<file path="src/rtl/perceptron_trainer_if.sv">
// Perceptron drive bus: sample features and label out, decision back in.
interface perceptron_trainer_if;
    logic [3:0] p_in1;
    logic [3:0] p_in2;
    logic [6:0] p_in3;
    logic       p_desired;
    logic       p_out;

    modport master (
        output p_in1, p_in2, p_in3, p_desired,
        input  p_out
    );

    modport slave (
        input  p_in1, p_in2, p_in3, p_desired,
        output p_out
    );
endinterface

</file>
<file path="src/rtl/perceptron_trainer.sv">
// Training sequencer: replays a labelled sample table into a perceptron
// and counts misclassifications per epoch until converged or out of epochs.
module perceptron_trainer #(
    parameter int NUM_SAMPLES = 8,
    parameter int ADDR_W      = 3,
    parameter int MAX_EPOCHS  = 16,
    parameter int EPOCH_W     = 8
) (
    input  logic               clk,
    input  logic               reset,
    input  logic               load_en,
    input  logic [ADDR_W-1:0]  load_addr,
    input  logic [3:0]         load_in1,
    input  logic [3:0]         load_in2,
    input  logic [6:0]         load_in3,
    input  logic               load_desired,
    input  logic [ADDR_W:0]    num_samples,
    input  logic               start,
    perceptron_trainer_if.master pbus,
    output logic               busy,
    output logic               done,
    output logic               converged,
    output logic [EPOCH_W-1:0] epoch_count,
    output logic [ADDR_W:0]    err_count
);

    typedef enum logic [2:0] {
        IDLE,
        PRESENT,
        CHECK,
        EPOCH_END,
        FINISH
    } state_t;

    localparam logic [ADDR_W:0]    NS   = (ADDR_W+1)'(NUM_SAMPLES);
    localparam logic [EPOCH_W-1:0] MAXE = EPOCH_W'(MAX_EPOCHS);

    // Entry layout: {in1[3:0], in2[3:0], in3[6:0], desired}
    logic [15:0]        smp_q [NUM_SAMPLES];
    state_t             state;
    logic [ADDR_W-1:0]  idx;
    logic [ADDR_W-1:0]  n_last;
    logic [ADDR_W:0]    err_acc;
    logic [15:0]        p_q;

    logic               wr;
    logic [15:0]        wr_data;
    logic [15:0]        first;
    logic [15:0]        cur;
    logic [15:0]        nxt;
    logic [ADDR_W-1:0]  idx_inc;
    logic               mis;
    logic [ADDR_W:0]    err_inc;
    logic [ADDR_W:0]    ns_eff;
    logic [ADDR_W-1:0]  n_clamp;
    logic [EPOCH_W-1:0] ep_next;

    assign pbus.p_in1     = p_q[15:12];
    assign pbus.p_in2     = p_q[11:8];
    assign pbus.p_in3     = p_q[7:1];
    assign pbus.p_desired = p_q[0];

    always_comb begin
        wr      = load_en && !busy;
        wr_data = {load_in1, load_in2, load_in3, load_desired};
        // A write landing with start must be visible to the first sample.
        first   = (wr && load_addr == '0) ? wr_data : smp_q[0];
        cur     = smp_q[idx];
        idx_inc = idx + 1'b1;
        nxt     = smp_q[idx_inc];
        mis     = pbus.p_out != cur[0];
        err_inc = (err_acc == '1) ? err_acc : err_acc + (ADDR_W+1)'(mis);
        ns_eff  = (num_samples == '0 || num_samples > NS) ? NS : num_samples;
        n_clamp = ADDR_W'(ns_eff - 1'b1);
        ep_next = epoch_count + 1'b1;
    end

    always_ff @(posedge clk or negedge reset) begin
        if (!reset) begin
            for (int i = 0; i < NUM_SAMPLES; i++) smp_q[i] <= '0;
        end else if (wr) begin
            smp_q[load_addr] <= wr_data;
        end
    end

    always_ff @(posedge clk or negedge reset) begin
        if (!reset) begin
            state       <= IDLE;
            idx         <= '0;
            n_last      <= '0;
            err_acc     <= '0;
            epoch_count <= '0;
            err_count   <= '0;
            busy        <= 1'b0;
            done        <= 1'b0;
            converged   <= 1'b0;
            p_q         <= '0;
        end else begin
            done <= 1'b0;
            unique case (state)
                IDLE: begin
                    if (start) begin
                        n_last      <= n_clamp;
                        idx         <= '0;
                        err_acc     <= '0;
                        epoch_count <= '0;
                        converged   <= 1'b0;
                        busy        <= 1'b1;
                        p_q         <= first;
                        state       <= PRESENT;
                    end
                end
                PRESENT: state <= CHECK;
                CHECK: begin
                    err_acc <= err_inc;
                    if (idx == n_last) begin
                        p_q   <= '0;
                        state <= EPOCH_END;
                    end else begin
                        idx   <= idx_inc;
                        p_q   <= nxt;
                        state <= PRESENT;
                    end
                end
                EPOCH_END: begin
                    epoch_count <= ep_next;
                    err_count   <= err_acc;
                    if (err_acc == '0) begin
                        converged <= 1'b1;
                        busy      <= 1'b0;
                        done      <= 1'b1;
                        state     <= FINISH;
                    end else if (ep_next == MAXE) begin
                        busy  <= 1'b0;
                        done  <= 1'b1;
                        state <= FINISH;
                    end else begin
                        err_acc <= '0;
                        idx     <= '0;
                        p_q     <= smp_q[0];
                        state   <= PRESENT;
                    end
                end
                FINISH: state <= IDLE;
                default: state <= IDLE;
            endcase
        end
    end

endmodule

</file>
<file path="src/flat_wrapper.sv">
// flat-port wrapper written by rule: the top's interface ports become plain ports
module perceptron_trainer_flat 
#(
    parameter int NUM_SAMPLES = 8,
    parameter int ADDR_W      = 3,
    parameter int MAX_EPOCHS  = 16,
    parameter int EPOCH_W     = 8
)
  (clk, reset, load_en, load_addr, load_in1, load_in2, load_in3, load_desired, num_samples, start, busy, done, converged, epoch_count, err_count, pbus_p_in1, pbus_p_in2, pbus_p_in3, pbus_p_desired, pbus_p_out);
  perceptron_trainer_if pbus_i ();
  input  logic clk;
  input  logic reset;
  input  logic load_en;
  input  logic [ADDR_W-1:0] load_addr;
  input  logic [3:0] load_in1;
  input  logic [3:0] load_in2;
  input  logic [6:0] load_in3;
  input  logic load_desired;
  input  logic [ADDR_W:0] num_samples;
  input  logic start;
  output logic busy;
  output logic done;
  output logic converged;
  output logic [EPOCH_W-1:0] epoch_count;
  output logic [ADDR_W:0] err_count;
  output wire logic [$bits(pbus_i.p_in1)-1:0] pbus_p_in1;
  output wire logic [$bits(pbus_i.p_in2)-1:0] pbus_p_in2;
  output wire logic [$bits(pbus_i.p_in3)-1:0] pbus_p_in3;
  output wire logic [$bits(pbus_i.p_desired)-1:0] pbus_p_desired;
  input wire logic [$bits(pbus_i.p_out)-1:0] pbus_p_out;
  assign pbus_p_in1 = pbus_i.p_in1;
  assign pbus_p_in2 = pbus_i.p_in2;
  assign pbus_p_in3 = pbus_i.p_in3;
  assign pbus_p_desired = pbus_i.p_desired;
  assign pbus_i.p_out = pbus_p_out;
  perceptron_trainer #(.NUM_SAMPLES(NUM_SAMPLES), .ADDR_W(ADDR_W), .MAX_EPOCHS(MAX_EPOCHS), .EPOCH_W(EPOCH_W)) u_core (.clk(clk), .reset(reset), .load_en(load_en), .load_addr(load_addr), .load_in1(load_in1), .load_in2(load_in2), .load_in3(load_in3), .load_desired(load_desired), .num_samples(num_samples), .start(start), .pbus(pbus_i), .busy(busy), .done(done), .converged(converged), .epoch_count(epoch_count), .err_count(err_count));
endmodule
</file>
<file path="config.mk">
export PLATFORM = sky130hd
export DESIGN_NAME = perceptron_trainer_flat
export DESIGN_NICKNAME = d
export VERILOG_FILES = /design/src/rtl/perceptron_trainer_if.sv /design/src/rtl/perceptron_trainer.sv /design/src/flat_wrapper.sv
export SDC_FILE = /design/constraint.sdc
export NUM_CORES = 1
export LEC_CHECK = 0
export CAP_MARGIN = 15
export CORE_ASPECT_RATIO = 1.75
export CORE_UTILIZATION = 40
export DETAILED_ROUTE_END_ITERATION = 8
export DONT_BUFFER_PORTS = 1
export MAX_ROUTING_LAYER = met4
export PLACE_DENSITY = 0.62
export SLEW_MARGIN = 20
export SYNTH_ARGS = -nofsm -noshare
export SYNTH_HDL_FRONTEND = slang
export SYNTH_SLANG_ARGS = --single-unit
</file>
<file path="constraint.sdc">
create_clock -name clk -period 4.1 [get_ports clk]
set_input_delay 0.205 -clock clk [delete_from_list [all_inputs] [get_ports clk]]
set_output_delay 0.205 -clock clk [all_outputs]
set_load 0.02 [all_outputs]
</file>
==> results by group, run 1 <==
Global route
  • Grt total ovfl: 0
  • Initial antenna violation count: 0
  • Largest net degree at the start of global routing: 173
  • Vias in the first global route: 5245
  • GRT Resource Usage Total: 19.4%
  • First-pass GRT wire length: 28.9 mm

Logic synthesis
  • Ys async rst share: 100%
  • Synthesized flop and latch total: 172
  • Ys flop type: dfrtp_1
  • Syn Nets: 603
  • Post-Synth Adder-Cell Area: 0.934%
  • Most numerous cell in the Yosys netlist: dfrtp_1
  • Post-synth top area share: 53.5%
  • Dominant cells by area after synthesis: dfrtp_1 (54%), mux2_2 (20%), mux4_2 (9.5%), a222oi_1 (2.0%), a21oi_1 (1.7%)
  • Syn. warnings: 0
  • Synth area leader: dfrtp_1
  • Post-Synthesis Cell Area: 8040 sq um
  • Simple-gate share of the synthesized area: 5.66%
  • Avg Inst Size Synth: 14.1 sq um
  • Sequential-to-total area share from yosys stat: 53.5%
  • EDFF count, synth: 0
  • XOR/XNOR Fraction of Synth Area: 1.09%
  • Synth Instances: 569
  • Commonest cells in the synthesized netlist: dfrtp_1 (172), mux2_2 (146), mux4_2 (34)
  • Compound-Gate Fraction of Synth Area: 6.16%
  • Post-synthesis mux area share: 30.1%
  • Post-synthesis cell type count: 42
  • Main combinational cell family by area after synthesis: multiplexers

Clock tree
  • Root Driver: clkbuf_16
  • CTS Hold Bufs: 16
  • CTS Buffer Depth: 2
  • TritonCTS Buffers: 17
  • Clock sink total: 172
  • Post-CTS setup buffer count: 0
  • Htree depth: 4
  • CTS resizes: 0

Place
  • Pre-CTS WS: 1280 ps
  • DP Wirelength: 11.4 mm
  • PortBufs: 0
  • Gpl congestion: 0.735

Die
  • Row cnt: 68
  • Effective utilization at floorplan: 40.7%
  • Die Height: 190 um
  • Num ports: 59
  • Die Wd: 109 um

Run status
  • Fail Step: 5_2_route
  • Run Error: [ERROR DRT-0255] Maze Route cannot find path of net clk in worker of routeBox ( 96600 0 ) ( 109180 48300 ).
  • Status: stopped before the end
kinds of logic after synthesis:
group / Yosys count
muxes: 181
AOI/OAI and AO/OA: 72
xor gates and xnor gates: 10
buffers and inverters: 39
and+or+nand+nor: 89
DFF: 172
adders and majority gates: 6
per-layer routing:
layer  GRT usage [%]
met4            8.56
met5               -
met2            34.0
met1            20.9
met3            3.77
metrics by stage:
stage	cell area (sq um)	hold WS [ps]	instances
2_1_floorplan	8040	-90.6	569
3_5_place_dp	8290	-82.5	792
3_3_place_gp	8270	-83.3	791
4_1_cts	9060	-534	838
5_1_grt	9060	-542	838
==> run 2: changes to the inputs <==
--- a/config.mk
+++ b/config.mk
@@ -6,12 +6,10 @@
 export NUM_CORES = 1
 export LEC_CHECK = 0
 export CAP_MARGIN = 15
-export CORE_ASPECT_RATIO = 1.75
-export CORE_UTILIZATION = 40
+export CORE_UTILIZATION = 25
 export DETAILED_ROUTE_END_ITERATION = 8
 export DONT_BUFFER_PORTS = 1
-export MAX_ROUTING_LAYER = met4
-export PLACE_DENSITY = 0.62
+export PLACE_DENSITY_LB_ADDON = 0.15
 export SLEW_MARGIN = 20
 export SYNTH_ARGS = -nofsm -noshare
 export SYNTH_HDL_FRONTEND = slang
==> results by group, run 2 <==
Place
  • DP Wirelength: 12.6 mm (+10%)
  • Gpl congestion: 0.753 (+2.4%)
  • Pre-CTS WS: 905 ps (-371 ps)
  • PortBufs: 0 (unchanged)
  • Area after DPL: 8520 sq um (+2.7%)

Final layout
  • Largest Register: u_core.smp_q
  • Nets: 622
  • Finished layout cell area: 9270 sq um
  • Biggest regs: u_core.smp_q x128, u_core.p_q x16, u_core.epoch_count x8
  • Fraction of layout cells with a size suffix above 1: 40.1%
  • Core Util, Final: 29.3%
  • Layout area overhead: 15.3%
  • Max reg flops: 128
  • Most frequent cells in the layout: dfrtp_1 (171), mux2_2 (146), mux4_2 (34), nor2_1 (33), a21oi_1 (27)
  • Commonest non-fill, non-tap cell in the layout: dfrtp_1

Logic synthesis
  • Post-Synthesis Cell Area: 8040 sq um (unchanged)
  • Ys flop type: dfrtp_1
  • Post-synthesis cell type count: 42 (unchanged)
  • Syn. warnings: 0 (unchanged)
  • EDFF count, synth: 0 (unchanged)
  • Dominant cells by area after synthesis: dfrtp_1 (54%), mux2_2 (20%), mux4_2 (9.5%), a222oi_1 (2.0%), a21oi_1 (1.7%)
  • Most numerous cell in the Yosys netlist: dfrtp_1
  • Sequential-to-total area share from yosys stat: 53.5% (unchanged)
  • Avg Inst Size Synth: 14.1 sq um (unchanged)
  • Synth area leader: dfrtp_1
  • Post-synth top area share: 53.5% (unchanged)
  • Synthesized flop and latch total: 172 (unchanged)
  • Ys async rst share: 100% (unchanged)
  • Syn Nets: 603 (unchanged)
  • Synth Instances: 569 (unchanged)
  • Commonest cells in the synthesized netlist: dfrtp_1 (172), mux2_2 (146), mux4_2 (34)

STA
  • Worst hold slack: -531 ps
  • Unrepaired setup endpoints after global routing: false
  • Max_slew headroom: 32.7%
  • Fin crit share: 77.5%
  • Clock Skew: 11.2 ps
  • PnR worst setup slack: 924 ps
  • Worst Tran Pin Value: 1010 ps
  • Setup-failing EPs final: 0
  • Max Slew Vio Count: 0
  • Peak Freq: 315 MHz
  • Tmin final: 3180 ps
  • Fin Setup TNS: 0 ps
  • Fin. Hold Viols: 172

Worst hold path
  • Hold/Removal Path Class: primary input to asynchronous set/reset pin

Run status
  • Failing checks: hold timing
  • Status: finished, violations left

Power and ir drop
  • Leakage: 3.87 nW
  • Pwr Total: 7.35 mW
  • Power density cells: 793 nW/um^2
  • Maximum VDD drop: 0.334 mV

Worst setup path
  • R2r worst-path depth: 6
  • RR Endpoint: u_core.p_q[12]$_DFFE_PN0P_
  • RR Startpoint: u_core.idx[1]$_DFFE_PN0P_
  • Reg2reg setup slack: 920 ps
  • CP Launch Type: flop
  • Worst setup EP type: flop
  • Req. time, crit path: 4390 ps
  • Setup CP Type: flop to flop
  • Crit Path Max Fanout: 9
  • Crit path DAT: 3460 ps

Die
  • Die Wd: 181 um (+66%)
  • Row cnt: 65 (-4.4%)
  • Effective utilization at floorplan: 25.4% (-15 points)
  • Die Height: 181 um (-4.3%)
  • Num ports: 59 (unchanged)
  • Core box area: 31600 sq um
  • DIE AREA: 32900 sq um

Drt
  • DR vias: 4924
  • Routed WL: 21.6 mm
  • Routed Antenna Nets: 0
  • WL per Instance: 21.5 um
  • # DRC: 0
  • Vias per cell: 4.90
  • Iter 0 DRT Violations: 366
  • DRT Pass-1 Iters: 6

Global route
  • Vias in the first global route: 5172 (-1.4%)
  • GRT Resource Usage Total: 13.8% (-5.6 points)
  • Largest net degree at the start of global routing: 173 (unchanged)
  • First-pass GRT wire length: 33.3 mm (+15%)
  • Grt total ovfl: 0 (unchanged)
  • Initial antenna violation count: 1 (+1)

Clock tree
  • Htree depth: 4 (unchanged)
  • Clock sink total: 172 (unchanged)
  • CTS Hold Bufs: 16 (unchanged)
  • TritonCTS Buffers: 17 (unchanged)
  • Skew-Pair Late Insertion Delay: 430 ps
  • CTS Buffer Depth: 2 (unchanged)
  • Post-CTS setup buffer count: 0 (unchanged)
  • CTS tree: yes
  • CTS resizes: 0 (unchanged)
  • Worst-path clk slew: 70 ps
  • Root Driver: clkbuf_16

Job
  • Max-Cap Viols: 0
[run 2: cell families (layout without fill, tap and decap cells)]
logic type / Yosys count / in the layout / synth area share (%)
compound gates: 72 / 72 / 6.16
xor+xnor: 10 / 10 / 1.09
fa+ha+maj: 6 / 6 / 0.934
buf+inv: 39 / 71 / 2.54
flops: 172 / 172 / 53.5
mux: 181 / 181 / 30.1
other cells: 0 / 1 / 0
simple gates: 89 / 89 / 5.66
[run 2: per-layer routing]
metal  track usage, %  wire, um  up-vias
met3             3.81      1240       21
met5                0         0        -
met2             21.7     10300      138
met4             4.71       364        0
li1                 -         -     2172
met1             18.2      9620     2593
[run 2: area by class of cell]
type                            count  area, sq um
Clock buffer                       22          464
Sequential cell                   172         4310
Clock inverter                     10          114
Inverter                            6         22.5
Timing Repair Buffer               33          304
Tap cell                          402          503
Fill cell                        3124        22400
Antenna cell                        1         2.50
Multi-Input combinational cell    358         3550
[run 2: report_power, final]
| part | switching [mW] | leakage, nW | internal [mW] |
|---|---|---|---|
| Sequential | 0.624 | 2.16 | 2.47 |
| Clock | 0.682 | 0.273 | 0.929 |
| Combinational | 1.14 | 1.43 | 1.50 |
| Total | 2.45 | 3.87 | 4.90 |
[run 2: metrics by stage]
stage | hold WS [ps] | std cells
2_1_floorplan | -90.6 | 569
3_3_place_gp | -79.0 | 954
3_5_place_dp | -78.0 | 954
4_1_cts | -550 | 1002
5_1_grt | -559 | 1004
6_report | -531 | 1004
[run 2: how the worst max path moves through the flow]
stage                               from                            end  cells after the start
2_1_floorplan  u_core.idx[0]$_DFFE_PN0P_  u_core.err_acc[3]$_DFFE_PN0P_                     10
3_3_place_gp   u_core.idx[1]$_DFFE_PN0P_     u_core.p_q[12]$_DFFE_PN0P_                      6
3_5_place_dp   u_core.idx[1]$_DFFE_PN0P_     u_core.p_q[12]$_DFFE_PN0P_                      6
4_1_cts        u_core.idx[1]$_DFFE_PN0P_     u_core.p_q[12]$_DFFE_PN0P_                      6
5_1_grt        u_core.idx[1]$_DFFE_PN0P_     u_core.p_q[12]$_DFFE_PN0P_                      6
6_report       u_core.idx[1]$_DFFE_PN0P_     u_core.p_q[12]$_DFFE_PN0P_                      6
[run 2: critical path, cell delays in order (launching register included)]
cell      delay (ps)
dfrtp_1          460
ha_1             740
buf_4            330
mux4_2           510
mux2_2           270
a222oi_1         570
a21oi_1          140
Power figures use the tool's default switching activity.
==> run 3: changes to the inputs <==
==> constraint.sdc (replaced) <==
create_clock -name clk -period 2.79 [get_ports clk]
set_input_delay 0.1395 -clock clk [delete_from_list [all_inputs] [get_ports clk]]
set_output_delay 0.1395 -clock clk [all_outputs]
set_load 0.02 [all_outputs]
==> results by group, run 3 (synthesis gave the netlist of run 2 again) <==
STA
  • Max_slew headroom: 59.6% (+27 points)
  • Worst hold slack: -594 ps (-63.0 ps)
  • Clock Skew: 10.8 ps (-0.387 ps)
  • Max Slew Vio Count: 0 (unchanged)
  • Fin. Hold Viols: 172 (unchanged)
  • Worst Tran Pin Value: 605 ps (-405 ps)
  • Fin crit share: 96.5% (+19 points)
  • Setup-failing EPs final: 0 (unchanged)
  • Tmin final: 2690 ps (-482 ps)
  • Peak Freq: 371 MHz (+18%)
  • Fin Setup TNS: 0 ps (unchanged)
  • Unrepaired setup endpoints after global routing: false

Worst setup path
  • Setup CP Type: flop to flop
  • Req. time, crit path: 3080 ps (-1310 ps)
  • Crit path DAT: 2990 ps (-470 ps)
  • CP Launch Type: flop
  • Crit Path Max Fanout: 12 (+3)
  • Worst setup EP type: flop

Drt
  • Vias per cell: 4.84 (-1.4%)
  • Routed Antenna Nets: 0 (unchanged)
  • Routed WL: 20.5 mm (-5.0%)
  • # DRC: 0 (unchanged)
  • Iter 0 DRT Violations: 244 (-33%)
  • DRT Pass-1 Iters: 5 (-1)
  • WL per Instance: 20.2 um (-6.1%)
  • DR vias: 4914 (-0.20%)

Power and ir drop
  • Pwr Total: 11.0 mW (+49%)
  • Leakage: 3.95 nW (+2.0%)
  • Maximum VDD drop: 0.424 mV (+27%)
  • Power density cells: 1160 nW/um^2 (+47%)

Clock tree
  • Root Driver: clkbuf_16
  • Post-CTS setup buffer count: 0 (unchanged)
  • TritonCTS Buffers: 17 (unchanged)
  • Clock sink total: 172 (unchanged)
  • Htree depth: 4 (unchanged)
  • CTS tree: yes
  • Worst-path clk slew: 60 ps (about the same)
  • CTS resizes: 0 (unchanged)
  • CTS Hold Bufs: 21 (+5)
  • Skew-Pair Late Insertion Delay: 430 ps (about the same)
  • CTS Buffer Depth: 2 (unchanged)

Final layout
  • Commonest non-fill, non-tap cell in the layout: dfrtp_1
  • Layout filler cell count: 3138 (+0.45%)
  • Max reg flops: 128 (unchanged)
  • Biggest regs: u_core.smp_q x128, u_core.p_q x16, u_core.epoch_count x8
  • Largest Register: u_core.smp_q
  • Fraction of layout cells with a size suffix above 1: 40.8% (+0.68 points)
  • Most frequent cells in the layout: dfrtp_1 (171), mux2_2 (146), mux4_2 (34), nor2_1 (33), a21oi_1 (27)
  • Nets: 636 (+2.3%)
  • Layout area overhead: 17.2%

Place
  • DP Wirelength: 12.5 mm (-0.49%)
  • PortBufs: 0 (unchanged)
  • Gpl congestion: 0.738 (-1.9%)

Global route
  • First-pass GRT wire length: 32.6 mm (-2.0%)
  • Largest net degree at the start of global routing: 173 (unchanged)
  • GRT Resource Usage Total: 13.3% (-0.54 points)
  • Grt total ovfl: 0 (unchanged)
  • Initial antenna violation count: 1 (unchanged)
  • Vias in the first global route: 5395 (+4.3%)

Die
  • Die Wd: 181 um (unchanged)
  • Num ports: 59 (unchanged)
  • Core box area: 31600 sq um (unchanged)
  • Effective utilization at floorplan: 25.4% (unchanged)
  • Row cnt: 65 (unchanged)
  • Die Height: 181 um (unchanged)
  • DIE AREA: 32900 sq um (unchanged)

Run status
  • Status: finished, violations left
  • Failing checks: hold timing

Worst hold path
  • Hold/Removal Path Class: primary input to asynchronous set/reset pin

Job
  • Max-Cap Viols: 0 (unchanged)
==> run 3: changes by cell type in the layout (fill, tap and decap cells not counted), sizes merged <==
cell	change
buf	+9
clkbuf	-3
dlygate4sd3	+5
bufinv	+1
==> run 3: worst max-delay path, stage by stage, from the launching register on <==
cell,delay (ps)
dfrtp_2,430
ha_1,410
buf_12,200
buf_12,140
mux4_2,490
mux2_2,280
a222oi_1,480
a21oi_1,130
==> run 3: cell type report <==
type / count / area (sq um) / share of cell area [%]
Clock buffer: 19 / 453 / 4.81
Clock inverter: 11 / 144 / 1.53
Inverter: 6 / 22.5 / 0.239
Antenna cell: 1 / 2.50 / 0.0265
Sequential cell: 172 / 4310 / 45.7
Timing Repair Buffer: 47 / 443 / 4.70
Tap cell: 402 / 503 / 5.34
Multi-Input combinational cell: 358 / 3550 / 37.7
==> run 3: power by group <==
group | leakage [nW] | switching (mW) | internal [mW] | total (mW)
sequential | 2.16 | 0.873 | 3.63 | 4.50
clock | 0.283 | 0.979 | 1.44 | 2.42
combinational | 1.50 | 1.71 | 2.32 | 4.04
total | 3.95 | 3.56 | 7.40 | 11.0
==> run 3: path summary, 6_finish.rpt <==
| path | start | end | slack (ps) | cells past startpoint |
|---|---|---|---|---|
| max in group asynchronous | reset | u_core.smp_q[103]$_DFFE_PN0P_ | 3160 | 0 |
| worst min-delay path | reset | u_core.smp_q[113]$_DFFE_PN0P_ | -590 | 0 |
| worst max register to register | u_core.idx[0]$_DFFE_PN0P_ | u_core.p_q[12]$_DFFE_PN0P_ | 100 | 7 |
| worst max-delay path | u_core.idx[0]$_DFFE_PN0P_ | u_core.p_q[12]$_DFFE_PN0P_ | 100 | 7 |
| worst min register to register | u_core.smp_q[88]$_DFFE_PN0P_ | u_core.smp_q[88]$_DFFE_PN0P_ | 500 | 1 |
| min in group clk | load_in2[3] | u_core.p_q[11]$_DFFE_PN0P_ | 20 | 2 |
==> run 3: layer usage <==
metal  up-vias  track usage, %  share of wire, %
met5         -               0                 0
met4         0            4.61               1.3
met3        20            3.53               4.5
met2       102            21.9                49
met1      2592            16.6                45
li1       2200               -                 -
==> run 3: stage by stage <==
| step | utilization (%) | cell area, sq um | std cells | hold WS (ps) | worst slack [ps] |
|---|---|---|---|---|---|
| after detailed placement | 27.2 | 8620 | 964 | -143 | 62.4 |
| after global routing | 29.8 | 9430 | 1016 | -626 | 3.07 |
| final | 29.8 | 9430 | 1016 | -594 | 96.3 |
| after floorplan | - | 8040 | 569 | -156 | 300 |
| after CTS | 29.8 | 9420 | 1015 | -614 | 33.5 |
| after global placement | 27.2 | 8620 | 964 | -145 | 92.0 |
